--- config.mk ---
export PLATFORM = sky130hd
export DESIGN_NAME = div_result_queue
export DESIGN_NICKNAME = d
export VERILOG_FILES = /design/src/rtl/div_result_queue.sv
export SDC_FILE = /design/constraint.sdc
export NUM_CORES = 1
export LEC_CHECK = 0
export BUFFER_PORTS_ARGS = -buffer_cell sky130_fd_sc_hd__buf_2
export CORE_UTILIZATION = 47
export DETAILED_ROUTE_END_ITERATION = 16
export PLACE_DENSITY = 0.68
export SKIP_LAST_GASP = 1
export SYNTH_ARGS = -nofsm -noshare
export SYNTH_HDL_FRONTEND = slang
export SYNTH_SLANG_ARGS = --single-unit
--- constraint.sdc ---
create_clock -name clk -period 2.35 [get_ports clk]
set_input_delay 0.1175 -clock clk [delete_from_list [all_inputs] [get_ports clk]]
set_output_delay 0.1175 -clock clk [all_outputs]
set_load 0.01 [all_outputs]
--- src/rtl/div_result_queue.sv ---
// ----------------------------------------------------------------------------
// div_result_queue
//  Result queue placed after the combinational restoring divider. Each
//  accepted divider result is stored with its divide-by-zero flag in a
//  DEPTH-entry FIFO. The FIFO is presented to the consumer over valid/ready.
//  A divide-by-zero result is replaced by {quot = all ones, rem = dividend}.
//
//  Ports
//   clk          rising-edge clock
//   rst_n        asynchronous active-low reset
//   in_valid     divider result valid this cycle
//   in_ready     queue can accept (count != DEPTH)
//   in_dividend  dividend presented to the divider
//   in_divisor   divisor presented to the divider
//   in_quot      divider quotient
//   in_rem       divider remainder
//   out_valid    head entry valid (count != 0)
//   out_ready    consumer accepts the head this cycle
//   out_quot     head quotient
//   out_rem      head remainder
//   out_dbz      head entry was a divide-by-zero
//   count        number of entries held, 0..DEPTH
//   dbz_cnt      saturating count of accepted divide-by-zero entries
// ----------------------------------------------------------------------------
module div_result_queue #(
    parameter int WIDTH = 8,
    parameter int DEPTH = 4,
    parameter int AW    = 2
) (
    input  logic             clk,
    input  logic             rst_n,
    input  logic             in_valid,
    output logic             in_ready,
    input  logic [WIDTH-1:0] in_dividend,
    input  logic [WIDTH-1:0] in_divisor,
    input  logic [WIDTH-1:0] in_quot,
    input  logic [WIDTH-1:0] in_rem,
    output logic             out_valid,
    input  logic             out_ready,
    output logic [WIDTH-1:0] out_quot,
    output logic [WIDTH-1:0] out_rem,
    output logic             out_dbz,
    output logic [AW:0]      count,
    output logic [7:0]       dbz_cnt
);

    localparam logic [AW:0] FULL_CNT = (AW+1)'(DEPTH);

    // Packs one queue entry as {quot, rem, dbz}. A zero divisor makes the
    // divider's quotient/remainder meaningless, so they are replaced.
    function automatic logic [2*WIDTH:0] make_entry(
        input logic [WIDTH-1:0] dividend,
        input logic [WIDTH-1:0] divisor,
        input logic [WIDTH-1:0] quot,
        input logic [WIDTH-1:0] rem
    );
        if (divisor == {WIDTH{1'b0}}) begin
            make_entry = {{WIDTH{1'b1}}, dividend, 1'b1};
        end else begin
            make_entry = {quot, rem, 1'b0};
        end
    endfunction

    logic [WIDTH-1:0] quot_mem_r [DEPTH];
    logic [WIDTH-1:0] rem_mem_r  [DEPTH];
    logic             dbz_mem_r  [DEPTH];
    logic [AW-1:0]    wr_ptr_r;
    logic [AW-1:0]    rd_ptr_r;
    logic [AW:0]      count_r;
    logic [7:0]       dbz_cnt_r;

    logic             push_s;
    logic             pop_s;
    logic [2*WIDTH:0] entry_s;
    logic [AW:0]      count_nxt_s;

    // Handshake flags decode straight from the occupancy register, so a pop
    // never opens in_ready in the same cycle.
    assign in_ready  = (count_r != FULL_CNT);
    assign out_valid = (count_r != {(AW+1){1'b0}});
    assign push_s    = in_valid & in_ready;
    assign pop_s     = out_valid & out_ready;

    assign out_quot = quot_mem_r[rd_ptr_r];
    assign out_rem  = rem_mem_r[rd_ptr_r];
    assign out_dbz  = dbz_mem_r[rd_ptr_r];
    assign count    = count_r;
    assign dbz_cnt  = dbz_cnt_r;

    // Entry formation for the incoming divider result.
    always_comb begin
        entry_s = make_entry(in_dividend, in_divisor, in_quot, in_rem);
    end

    // Next occupancy: push+pop together leaves the count unchanged.
    always_comb begin
        count_nxt_s = count_r;
        case ({push_s, pop_s})
            2'b10:   count_nxt_s = count_r + (AW+1)'(1);
            2'b01:   count_nxt_s = count_r - (AW+1)'(1);
            default: count_nxt_s = count_r;
        endcase
    end

    // Entry storage; cleared on reset so the head reads zero when empty.
    always_ff @(posedge clk or negedge rst_n) begin
        if (!rst_n) begin
            for (int i = 0; i < DEPTH; i++) begin
                quot_mem_r[i] <= {WIDTH{1'b0}};
                rem_mem_r[i]  <= {WIDTH{1'b0}};
                dbz_mem_r[i]  <= 1'b0;
            end
        end else if (push_s) begin
            quot_mem_r[wr_ptr_r] <= entry_s[2*WIDTH:WIDTH+1];
            rem_mem_r[wr_ptr_r]  <= entry_s[WIDTH:1];
            dbz_mem_r[wr_ptr_r]  <= entry_s[0];
        end
    end

    // Pointers wrap naturally because DEPTH is a power of two.
    always_ff @(posedge clk or negedge rst_n) begin
        if (!rst_n) begin
            wr_ptr_r <= {AW{1'b0}};
            rd_ptr_r <= {AW{1'b0}};
        end else begin
            if (push_s) begin
                wr_ptr_r <= wr_ptr_r + AW'(1);
            end
            if (pop_s) begin
                rd_ptr_r <= rd_ptr_r + AW'(1);
            end
        end
    end

    // Occupancy register.
    always_ff @(posedge clk or negedge rst_n) begin
        if (!rst_n) begin
            count_r <= {(AW+1){1'b0}};
        end else begin
            count_r <= count_nxt_s;
        end
    end

    // Divide-by-zero counter, saturating at 255.
    always_ff @(posedge clk or negedge rst_n) begin
        if (!rst_n) begin
            dbz_cnt_r <= 8'd0;
        end else if (push_s && entry_s[0] && (dbz_cnt_r != 8'hFF)) begin
            dbz_cnt_r <= dbz_cnt_r + 8'd1;
        end
    end

endmodule

Word level (Yosys, flattened, before mapping). Index checks and enable logic that the tools add are counted.

Add/subtract/negate cells: 5. $lt $le $gt $ge: 3. Eq/ne operators: 4. Multiplexer cells: 18. Bitwise logic cells: 4. Reduce and logical (&&, ||, !) cells: 6.

Operator list (count): $bwmux 32 (2); $mux 8 (5); $bmux 8 s2 (2); $mux 17 (1); $demux 8 s2 (1); $add 8x1->8 const B (1); $logic_not 8->1 (1); $ne 8x8->1 const B (1); $ge 3x3->1 const B (2); $not 2->3 (2); $pmux 3 s2 (1); $add 2x1->2 const B (2); $bwmux 4 (1); $add 3x1->3 const B (1); $logic_and 1x1->1 (3); $lt 3x1->1 const B (1); $mux 1 (3); $ne 3x3->1 const B (1); $reduce_bool 3->1 (1); $sub 3x1->3 const B (1); $and 1x1->1 (2); $bmux 1 s2 (1); $demux 1 s2 (1); $eq 2x1->1 const B (1); 2 further kinds (2).

Bits in registers: 83. Input port bits: 36. Output and inout bits: 30.

Logic depth before layout (Yosys ltp). Gate-level depths: netlist of the first run.

Depth in word-level cells: 6. Depth in mapped cells: 9. Gate-level depth less buffers: 8.

Worst setup path after synthesis of the first run. Ideal clock, no wire load.

Kind: flip-flop to flip-flop. From: register count_r[0] (netlist: count[0]). To: register count_r[2] (netlist: count[2]). Data arrival time: 2.034 ns. Data required time: 2.271 ns. Slack: 0.237 ns. Cell stages (with the launch flop): 10. Path buffers: 1. Clock period less this slack: 2.113 ns. Path through: dfrtp_1 or3b_1 buf_6 nand2_1 ha_1 inv_1 fa_1 xor2_1 nor2_1 xor2_1.

Cells in the longest elaborated chain, start to end: 4. Elaborated cells on any way between the ends: 10. Those cells by class: 2 x add/sub; 3 x eq/ne; 1 x mux; 2 x bitwise; 2 x reduce/logical.

RTL lines: start: declaration (RTL line 69) `logic [AW:0] count_r;`; start signal: assignment (RTL line 138) `count_r <= {(AW+1){1'b0}};`; start signal: assignment (RTL line 140) `count_r <= count_nxt_s;`; $ne 3x3->1 * (RTL line 79) `assign in_ready = (count_r != FULL_CNT);`; net in_ready (RTL line 33) `output logic in_ready,`; $and 1x1->1 * (RTL line 81) `assign push_s = in_valid & in_ready;`; $eq 2x1->1 or $eq 2x2->1 (tied branches) (RTL line 98) `case ({push_s, pop_s})`; $pmux 3 s2 or $reduce_bool 2->1 (tied branches).

The timed path passes the listed nets; every way through them passes the cells marked *. A chain may end at the register's enable or synchronous reset.

Worst setup path after layout of the first run.
From: register count_r[0] (netlist: count[0]). To: register count_r[2] (netlist: count[2]).

Cells in the longest elaborated chain, start to end: 4. Elaborated cells on any way between the ends: 10. Those cells by class: 2 x add/sub; 3 x eq/ne; 1 x mux; 2 x bitwise; 2 x reduce/logical.

RTL lines (RTL line): $ne 3x3->1 or $reduce_bool 3->1 (tied branches) (79, 80); $and 1x1->1 (on tied branches) (81, 82); $eq 2x1->1 or $eq 2x2->1 (tied branches) (98); $pmux 3 s2 or $reduce_bool 2->1 (tied branches).

Parallel ways exist; a longest one is shown, timed or not.

==> reports/metrics.cfg, run 1 <==
[status]
status=finished clean

[yosys]
synth_area_per_cell_sq_um=11.69
syn_area_sq_um=3882
synth_edf_count=0
yosys.area.top_type=dfrtp_1
ys_ff_latch=83
synthCells=332
synth_top_area_share=0.5350
ys_seq_area_frac=0.5350
synth_flop_cell=dfrtp_1
async_flop_share=1.000
ys_warn_count=0
synth_cell_types=29
yosysMostFrequentCell=dfrtp_1
synth_common_cells=dfrtp_1 (83), nor2_1 (76), a21oi_1 (64)
netlist_top_cells_area=dfrtp_1 (53%), mux4_2 (9.9%), a21oi_1 (8.3%), nor2_1 (7.3%), buf_6 (4.9%)
synth_nets=375

[setup_path]
reg2reg_from=count[0]
worstPathArrival_ns=2.38
crit_path_frequent_cell=xor2_1
end_kind=register
cp_num_cells=8
worstPathRequired_ns=2.61
critPathBufInv=1
crit_chain=or3b_1 -> nand2_1 -> ha_1 -> inv_1 -> fa_1 -> xor2_1 -> nor2_1 -> xor2_1
cp_slowest_stage_delay_ns=0.44
cp-start-kind=register
reg2reg_depth=8
critPathMaxFanout=5
slowest_stage=dfrtp_1
critPathTopFamily=simple AND/OR/NAND/NOR gates
reg2reg_to=count[2]
critical_path_class=register to register
r2r_slack_ns=0.23

[route]
drt_first_pass_iters=4
antenna_left=0
drtIter0Drc=135
post_drt_via_cell_ratio=5.193
drc=0
wl_mm=7.341
wire_per_inst_um=14.74
vias=2586

[placement]
dp_worst_setup_slack_ns=0.2551
port_buffers=65
hpwl_mm=4.709
dpl-instance-area_sq_um=4178
place.gp.congestion=0.7082

[worst_hold_path]
hold_path.class=input pin to register
worstHoldStart=in_quot[1]
holdPathStages=3
worstHoldEndpoint=quot_mem_r[17]

[sta]
setup_ws_ns=0.2304
finalCritPeriodShare=0.9019
worst_pin_slew_ns=0.4425
maxSlewViolCount=0
finalSetupViolCount=0
hold_viol_final=0
fmax_mhz=471.8
clock_skew_ns=0.006518
min_period_ns=2.120
grt_setup_unrepaired=no
relSlewSlack=0.7050
tns_ns=0

[clocking]
post_cts_buffers=0
cts_num_sinks=83
clk_pin_slew_ns=0.09
clk_path_buf_depth=2
clk_latency_ns=0.35
cts_buffers=9
cts_tree=done
ctsRootBufferMaster=clkbuf_8
h-tree-depth=3

[power]
power.total_w=0.005684
vdd_drop_max_uv=512.3
leakage_nw=1.946
power_density_nw_per_um2=1300

[floorplan]
start_util=0.4947
ioPinCount=66
rows=32
die-area_sq_um=8628
die_y_um=92.89
die_w_um=92.89
core_sq_um=7848

[grt]
grt_pass1_vias=2506
antenna_found_initial=0
grt_first_pass_wirelength_mm=12.10
grt_usage=0.1832
grt.overflow.total=0
grt_max_degree=84

[layout]
design_area_sq_um=4373
diodes=0
drive_gt1_frac=0.2955
post-route-util=0.5572
nNetsFinal=434
n_fill_cell=721
area_growth_pct=12.63

[job]
cap_viol_max_count=0

## per-stage QoR
stage,cells,hold slack [ns]
after floorplan,332,-0.1781
after global placement,481,0.1842
after detailed placement,481,0.1882
after CTS,498,0.07449
after global routing,498,0.07763
final,498,0.08475
## routing by layer
layer	routed length, um	vias up	share of wire	GRT usage
met3	301	7	0.041	0.04680
met2	3553	59	0.48	0.3027
met4	68	0	0.0093	0.04231
met5	0	-	0	0
li1	-	1258	-	-
met1	3418	1262	0.47	0.2432
## power by group
part | switching, W | internal (W)
combinational | 0.00114 | 0.00116
clock | 0.000534 | 0.000426
sequential | 0.000381 | 0.00204
total | 0.00205 | 0.00363
## final cells by class
cell class / count / area [sq um] / share of cell area
clock buffer: 10 / 137.6 / 0.03147
clock inverter: 6 / 47.55 / 0.01087
inverter: 6 / 22.52 / 0.005150
multi-input combinational: 220 / 1560 / 0.3568
sequential: 83 / 2077 / 0.4750
tap: 102 / 127.6 / 0.02918
timing repair buffer: 71 / 400.4 / 0.09156
## registers in the layout, indices dropped and copies added, names as in the netlist
name and count:
quot_mem_r 32, rem_mem_r 32, dbz_cnt 8, dbz_mem_r 4, count 3, rd_ptr_r 2, wr_ptr_r 2
## cell usage in the layout (no fill, tap or decap)
| cell type | synthesis | routed |
|---|---|---|
| a21oi_1 | 64 | 64 |
| and2_1 | 2 | 2 |
| and3_1 | 1 | 1 |
| and3_4 | 4 | 4 |
| buf_12 | 0 | 2 |
| buf_2 | 4 | 64 |
| buf_4 | 1 | 4 |
| clkbuf_8 | 0 | 10 |
| clkinv_2 | 0 | 2 |
| clkinv_4 | 0 | 1 |
| dfrtp_1 | 83 | 83 |
| dlygate4sd3_1 | 0 | 1 |
| fa_1 | 1 | 1 |
| ha_1 | 6 | 6 |
| inv_1 | 6 | 6 |
| inv_6 | 0 | 2 |
| inv_8 | 0 | 1 |
| mux2_2 | 5 | 5 |
| mux2_4 | 4 | 4 |
| mux2i_1 | 9 | 9 |
| mux4_2 | 17 | 17 |
| nand2_1 | 5 | 5 |
| nand2b_1 | 1 | 1 |
| nand3_1 | 4 | 4 |
| nand4_1 | 1 | 1 |
| nand4_2 | 1 | 1 |
| nor2_1 | 76 | 76 |
| nor3_1 | 4 | 4 |
| nor3b_1 | 1 | 1 |
| nor4_1 | 2 | 2 |
| or3_1 | 1 | 1 |
| or3b_1 | 1 | 1 |
| xnor2_1 | 4 | 4 |
| xor2_1 | 6 | 6 |
## worst max path at each step
stage                     to  startpoint  slack (ns)
detailed placement  count[2]    count[1]        0.26
global route        count[2]    count[0]        0.08
global placement    count[2]    count[0]        0.33
finish              count[2]    count[0]        0.23
floorplan           count[2]    count[0]        0.24
CTS                 count[2]    count[0]        0.22
## cells by family (layout without fill, tap and decap cells)
kind of cell / after synthesis / after routing / synth area share
adders and majority gates: 7 / 7 / 0.02449
buffers and inverters: 29 / 93 / 0.06316
and+or+nand+nor: 104 / 104 / 0.1205
AOI/OAI and AO/OA: 64 / 64 / 0.08250
DFF: 83 / 83 / 0.5350
muxes: 35 / 35 / 0.1518
xor gates and xnor gates: 10 / 10 / 0.02256
## timing repair
action / 4_1_cts / 5_1_grt
hold buffers: 1 / 0
resized for setup: 0 / 0
hold endpoints to repair: 83 / 0
## worst reg2reg max path: cells and delay by family (launching register included)
family	cells	cell delay (ns)
XOR/XNOR	2	0.33
adder cells (fa/ha/maj)	2	0.57
buffers and inverters	1	0.06
flip-flops	1	0.44
AND/OR/NAND/NOR	3	0.64
(Power assumes the default switching activity.)
==> inputs of run 2 (changes only) <==
==> constraint.sdc (replaced) <==
create_clock -name clk -period 2.35 [get_ports clk]
set_input_delay 0.705 -clock clk [delete_from_list [all_inputs] [get_ports clk]]
set_output_delay 0.705 -clock clk [all_outputs]
set_load 0.01 [all_outputs]
==> run 2 against run 1 <==
Combinational power is 6% higher. Worst hold slack better by 0.24 ns. Register-to-register slack hardly changed. Non-clock buffer count is 5 higher. Worst setup slack worse by 0.21 ns. Sequential cell count stayed put. Final cell count is 1.0% higher. Sequential power hardly changed. Clock power is 4.0% lower.
==> reports/metrics.cfg, run 2 (synthesized netlist as in run 1, its figures left out) <==
[sta]
worst_pin_slew_ns=0.5044
setup_ws_ns=0.01999
grt_setup_unrepaired=yes
tns_ns=0
hold_viol_final=0
fmax_mhz=429.2
maxSlewViolCount=0
relSlewSlack=0.6637
finalCritPeriodShare=0.9915
min_period_ns=2.330
whs_ns=0.3210
clock_skew_ns=0.01146
finalSetupViolCount=0

[layout]
n_fill_cell=696
final_common_cell=dfrtp_1
multi_input_area_sq_um=1560
fin_cells=503
area_growth_pct=14.02
diodes=0
drive_gt1_frac=0.3092
final_cell_mix=dfrtp_1 (82), nor2_1 (76), a21oi_1 (64), buf_2 (64), mux4_2 (17)
nNetsFinal=439
seq_area_sq_um=2078

[clocking]
clk_latency_ns=0.35
cts_num_sinks=83
cts_buffers=9
h-tree-depth=3
clk_path_buf_depth=2
clk_pin_slew_ns=0.09
ctsRootBufferMaster=clkbuf_8
hold_buffers=0
post_cts_buffers=0
cts_tree=done
cts_resized=2

[setup_path]
cp-start-kind=register
reg2reg_depth=8
reg2reg_from=count[0]
r2r_slack_ns=0.24
reg2reg_to=count[2]
critPathMaxFanout=10
critical_path_class=register to output port
end_kind=output port
worstPathArrival_ns=1.63
worstPathRequired_ns=1.64

[grt]
grt_max_degree=39
grt_pass1_vias=2677
antenna_found_initial=0
grt_usage=0.1947
grt_first_pass_wirelength_mm=12.75
grt.overflow.total=0

[floorplan]
core_sq_um=7848
die_y_um=92.89
start_util=0.4947
die-area_sq_um=8628
die_w_um=92.89
rows=32
ioPinCount=66

[power]
switchingPower_w=0.002073
p_seq_frac=0.417
power.total_w=0.005744
vdd_drop_max_uv=537.1
power_density_nw_per_um2=1298
p_clk_frac=0.161
power_frac_comb=0.423
netSwitchingFraction=0.3609
p_int_w=0.003671
leakage_nw=1.972

[route]
post_drt_via_cell_ratio=5.149
wl_mm=7.567
vias=2590
wire_per_inst_um=15.04
drtIter0Drc=85
drc=0
antenna_left=0
drt_first_pass_iters=4

[placement]
dp_worst_setup_slack_ns=0.1175
port_buffers=65
hpwl_mm=5.161
place.gp.congestion=0.6919
placed_cells=487

[worst_hold_path]
hold_path.class=input pin to asynchronous set/reset pin

[status]
status=finished clean

[job]
cap_viol_max_count=0

run 2: changes by cell type in the layout (fill, tap and decap cells not counted):
| cell | delta |
|---|---|
| clkinv_2 | +1 |
| buf_4 | +4 |
| dfrtp_2 | +1 |
| dlygate4sd3_1 | -1 |
| buf_12 | +2 |
| clkinvlp_4 | +1 |
| inv_8 | -1 |
| dfrtp_1 | -1 |
| inv_6 | -1 |
run 2: final cells by class:
| cell class | instances | share of cell area |
|---|---|---|
| multi-input combinational | 220 | 0.3525 |
| clock buffer | 10 | 0.03109 |
| tap | 102 | 0.02883 |
| clock inverter | 6 | 0.009045 |
| sequential | 83 | 0.4695 |
| timing repair buffer | 76 | 0.1040 |
| inverter | 6 | 0.005088 |
run 2: power groups by stage:
stage | registers (W) | logic (W) | clock network [W]
CTS | 0.00238 | 0.00243 | 0.000951
global route | 0.00247 | 0.00270 | 0.000998
floorplan | 0.00231 | 0.00188 | 0
global placement | 0.00237 | 0.00233 | 0
finish | 0.00239 | 0.00243 | 0.000922
detailed placement | 0.00241 | 0.00241 | 0
run 2: per-layer routing:
layer	routed length [um]	vias up	GRT usage
met5	0	-	0
met4	57	0	0.05769
met3	302	6	0.04516
li1	-	1269	-
met2	3725	58	0.3229
met1	3483	1257	0.2554
run 2: stage by stage:
step	utilization	cell area, sq um
floorplan	-	3882
global placement	0.5381	4223
detailed placement	0.5381	4223
CTS	0.5617	4408
global route	0.5641	4427
finish	0.5641	4427
run 2: worst max path at each step:
stage | start | endpoint | slack (ns) | cells past startpoint
final | rd_ptr_r[0] | out_dbz | 0.02 | 3
after global routing | rd_ptr_r[0] | out_dbz | -0.03 | 3
after CTS | rd_ptr_r[0] | out_dbz | -0.03 | 3
after floorplan | rd_ptr_r[0] | out_quot[6] | 0.19 | 3
after detailed placement | in_divisor[5] | dbz_cnt[7] | 0.12 | 6
after global placement | in_divisor[1] | dbz_cnt[7] | 0.15 | 6
run 2: critical path, cell delays in order, from the launching register on:
cell	delay [ns]
dfrtp_2	0.42
buf_12	0.16
mux4_2	0.53
buf_2	0.16
==> inputs of run 3 (changes only) <==
BUFFER_PORTS_ARGS = -buffer_cell sky130_fd_sc_hd__buf_4   (was -buffer_cell sky130_fd_sc_hd__buf_2)
CORE_MARGIN = 5   (was not set)
clock period = 2.3 ns   (was 2.35 ns; I/O delays follow)
==> run 3 against run 2 <==
The flow now finishes with violations (setup timing). Wire length is 3.1% higher. Worst hold slack lost 0.051 ns. Worst setup slack lost 0.035 ns. Die area increased by 18%. Critical path type unchanged. Largest power group unchanged.
==> reports/metrics.cfg, run 3 (synthesized netlist as in run 1, its figures left out) <==
[clocking]
clk_path_buf_depth=2
cts_num_sinks=83
hold_buffers=0
cts_buffers=9
ctsRootBufferMaster=clkbuf_8
cts_tree=done
h-tree-depth=3
clk_latency_ns=0.36
clk_pin_slew_ns=0.09

[floorplan]
die_w_um=100.9
rows=33
ioPinCount=66
start_util=0.4773
core_sq_um=8134
die_y_um=100.9
die-area_sq_um=10180

[grt]
antenna_found_initial=0
grt_max_degree=50
grt_first_pass_wirelength_mm=13.25
grt_usage=0.1664
grt_pass1_vias=2839
grt.overflow.total=0

[setup_path]
critPathTopFamily=multiplexers
critical_path_class=register to output port
critPathBufInv=2
reg2reg_depth=8
critPathMaxFanout=10
crit_chain=buf_12 -> mux4_2 -> buf_4
cp-start-kind=register
cp_slowest_stage_delay_ns=0.53
slowest_stage=mux4_2
cp_num_cells=3
end_kind=output port
worstPathRequired_ns=1.61
worstPathArrival_ns=1.62

[route]
drt_first_pass_iters=4
drc=0
post_drt_via_cell_ratio=5.236
wire_per_inst_um=15.35
vias=2660
wl_mm=7.800
drtIter0Drc=117
antenna_left=0

[layout]
diodes=0
area_growth_pct=19.72
final_common_cell=dfrtp_1
drive_gt1_frac=0.3127
nNetsFinal=441
post-route-util=0.5715
n_fill_cell=674
final_cell_mix=dfrtp_1 (82), nor2_1 (76), buf_4 (68), a21oi_1 (64), mux4_2 (17)

[placement]
port_buffers=65
place.gp.congestion=0.8090
dp_worst_setup_slack_ns=0.03955
hpwl_mm=5.298

[sta]
worst_pin_slew_ns=0.4545
fmax_mhz=432.0
finalCritPeriodShare=1.006
hold_viol_final=0
maxSlewViolCount=0
min_period_ns=2.315
whs_ns=0.2697
relSlewSlack=0.6970
setup_ws_ns=-0.01458
clock_skew_ns=0.01472
tns_ns=-0.02601
grt_setup_unrepaired=yes
finalSetupViolCount=2

[job]
cap_viol_max_count=0

[status]
violations=setup timing
status=complete, but fails checks

[power]
power_density_nw_per_um2=1353
vdd_drop_max_uv=519.9
leakage_nw=2.045

[worst_hold_path]
hold_path.class=input pin to asynchronous set/reset pin

## run 3: where the power goes
part           total [W]  internal (W)  switching, W
registers        0.00244       0.00209      0.000351
clock network    0.00109      0.000518      0.000568
logic            0.00276       0.00149       0.00128
total            0.00629       0.00409       0.00220
## run 3: timing repair
item / CTS / global route
gates resized for setup: 0 / 8
endpoints found under the setup margin: 17 / 17
setup buffers: 0 / 1
pin swaps: 0 / 0
## run 3: layer usage
layer	part of all wire	up-vias	GRT usage
li1	-	1274	-
met2	0.49	77	0.2765
met4	0.012	0	0.05078
met1	0.43	1299	0.2121
met5	0	-	0
met3	0.062	10	0.04567
## run 3: metrics by stage
stage / std cells / area [sq um] / power, W
final: 508 / 4648 / 0.006290
after global routing: 508 / 4648 / 0.006747
after CTS: 507 / 4613 / 0.006273
after detailed placement: 491 / 4407 / 0.005175
after global placement: 491 / 4407 / 0.005054
after floorplan: 332 / 3882 / 0.004283
## run 3: path summary, 6_finish.rpt
check	from	end	slack [ns]
worst min-delay path	rst_n	quot_mem_r[25]	0.27
min in group clk	dbz_mem_r[1]	dbz_mem_r[1]	0.51
worst max-delay path	rd_ptr_r[0]	out_quot[4]	-0.01
max in group asynchronous	rst_n	rd_ptr_r[0]	1.40
worst max register to register	count[0]	count[2]	0.19
worst min register to register	dbz_mem_r[1]	dbz_mem_r[1]	0.51
## run 3: layout make-up
type                            count  area (sq um)  share of cell area
Multi-Input combinational cell    220          1560              0.3357
Tap cell                          105         131.4             0.02826
Timing Repair Buffer               78         649.4              0.1397
Clock buffer                        9         123.9             0.02665
Sequential cell                    83          2078              0.4471
Inverter                            6         22.52            0.004845
Clock inverter                      7         82.58             0.01777
## run 3: worst register-to-register path, stage by stage, from the launching register on
cell	delay, ns
dfrtp_1	0.44
or3b_1	0.38
nand2_1	0.14
ha_1	0.20
inv_1	0.07
fa_1	0.38
xor2_1	0.15
nor2_1	0.11
xor2_1	0.15
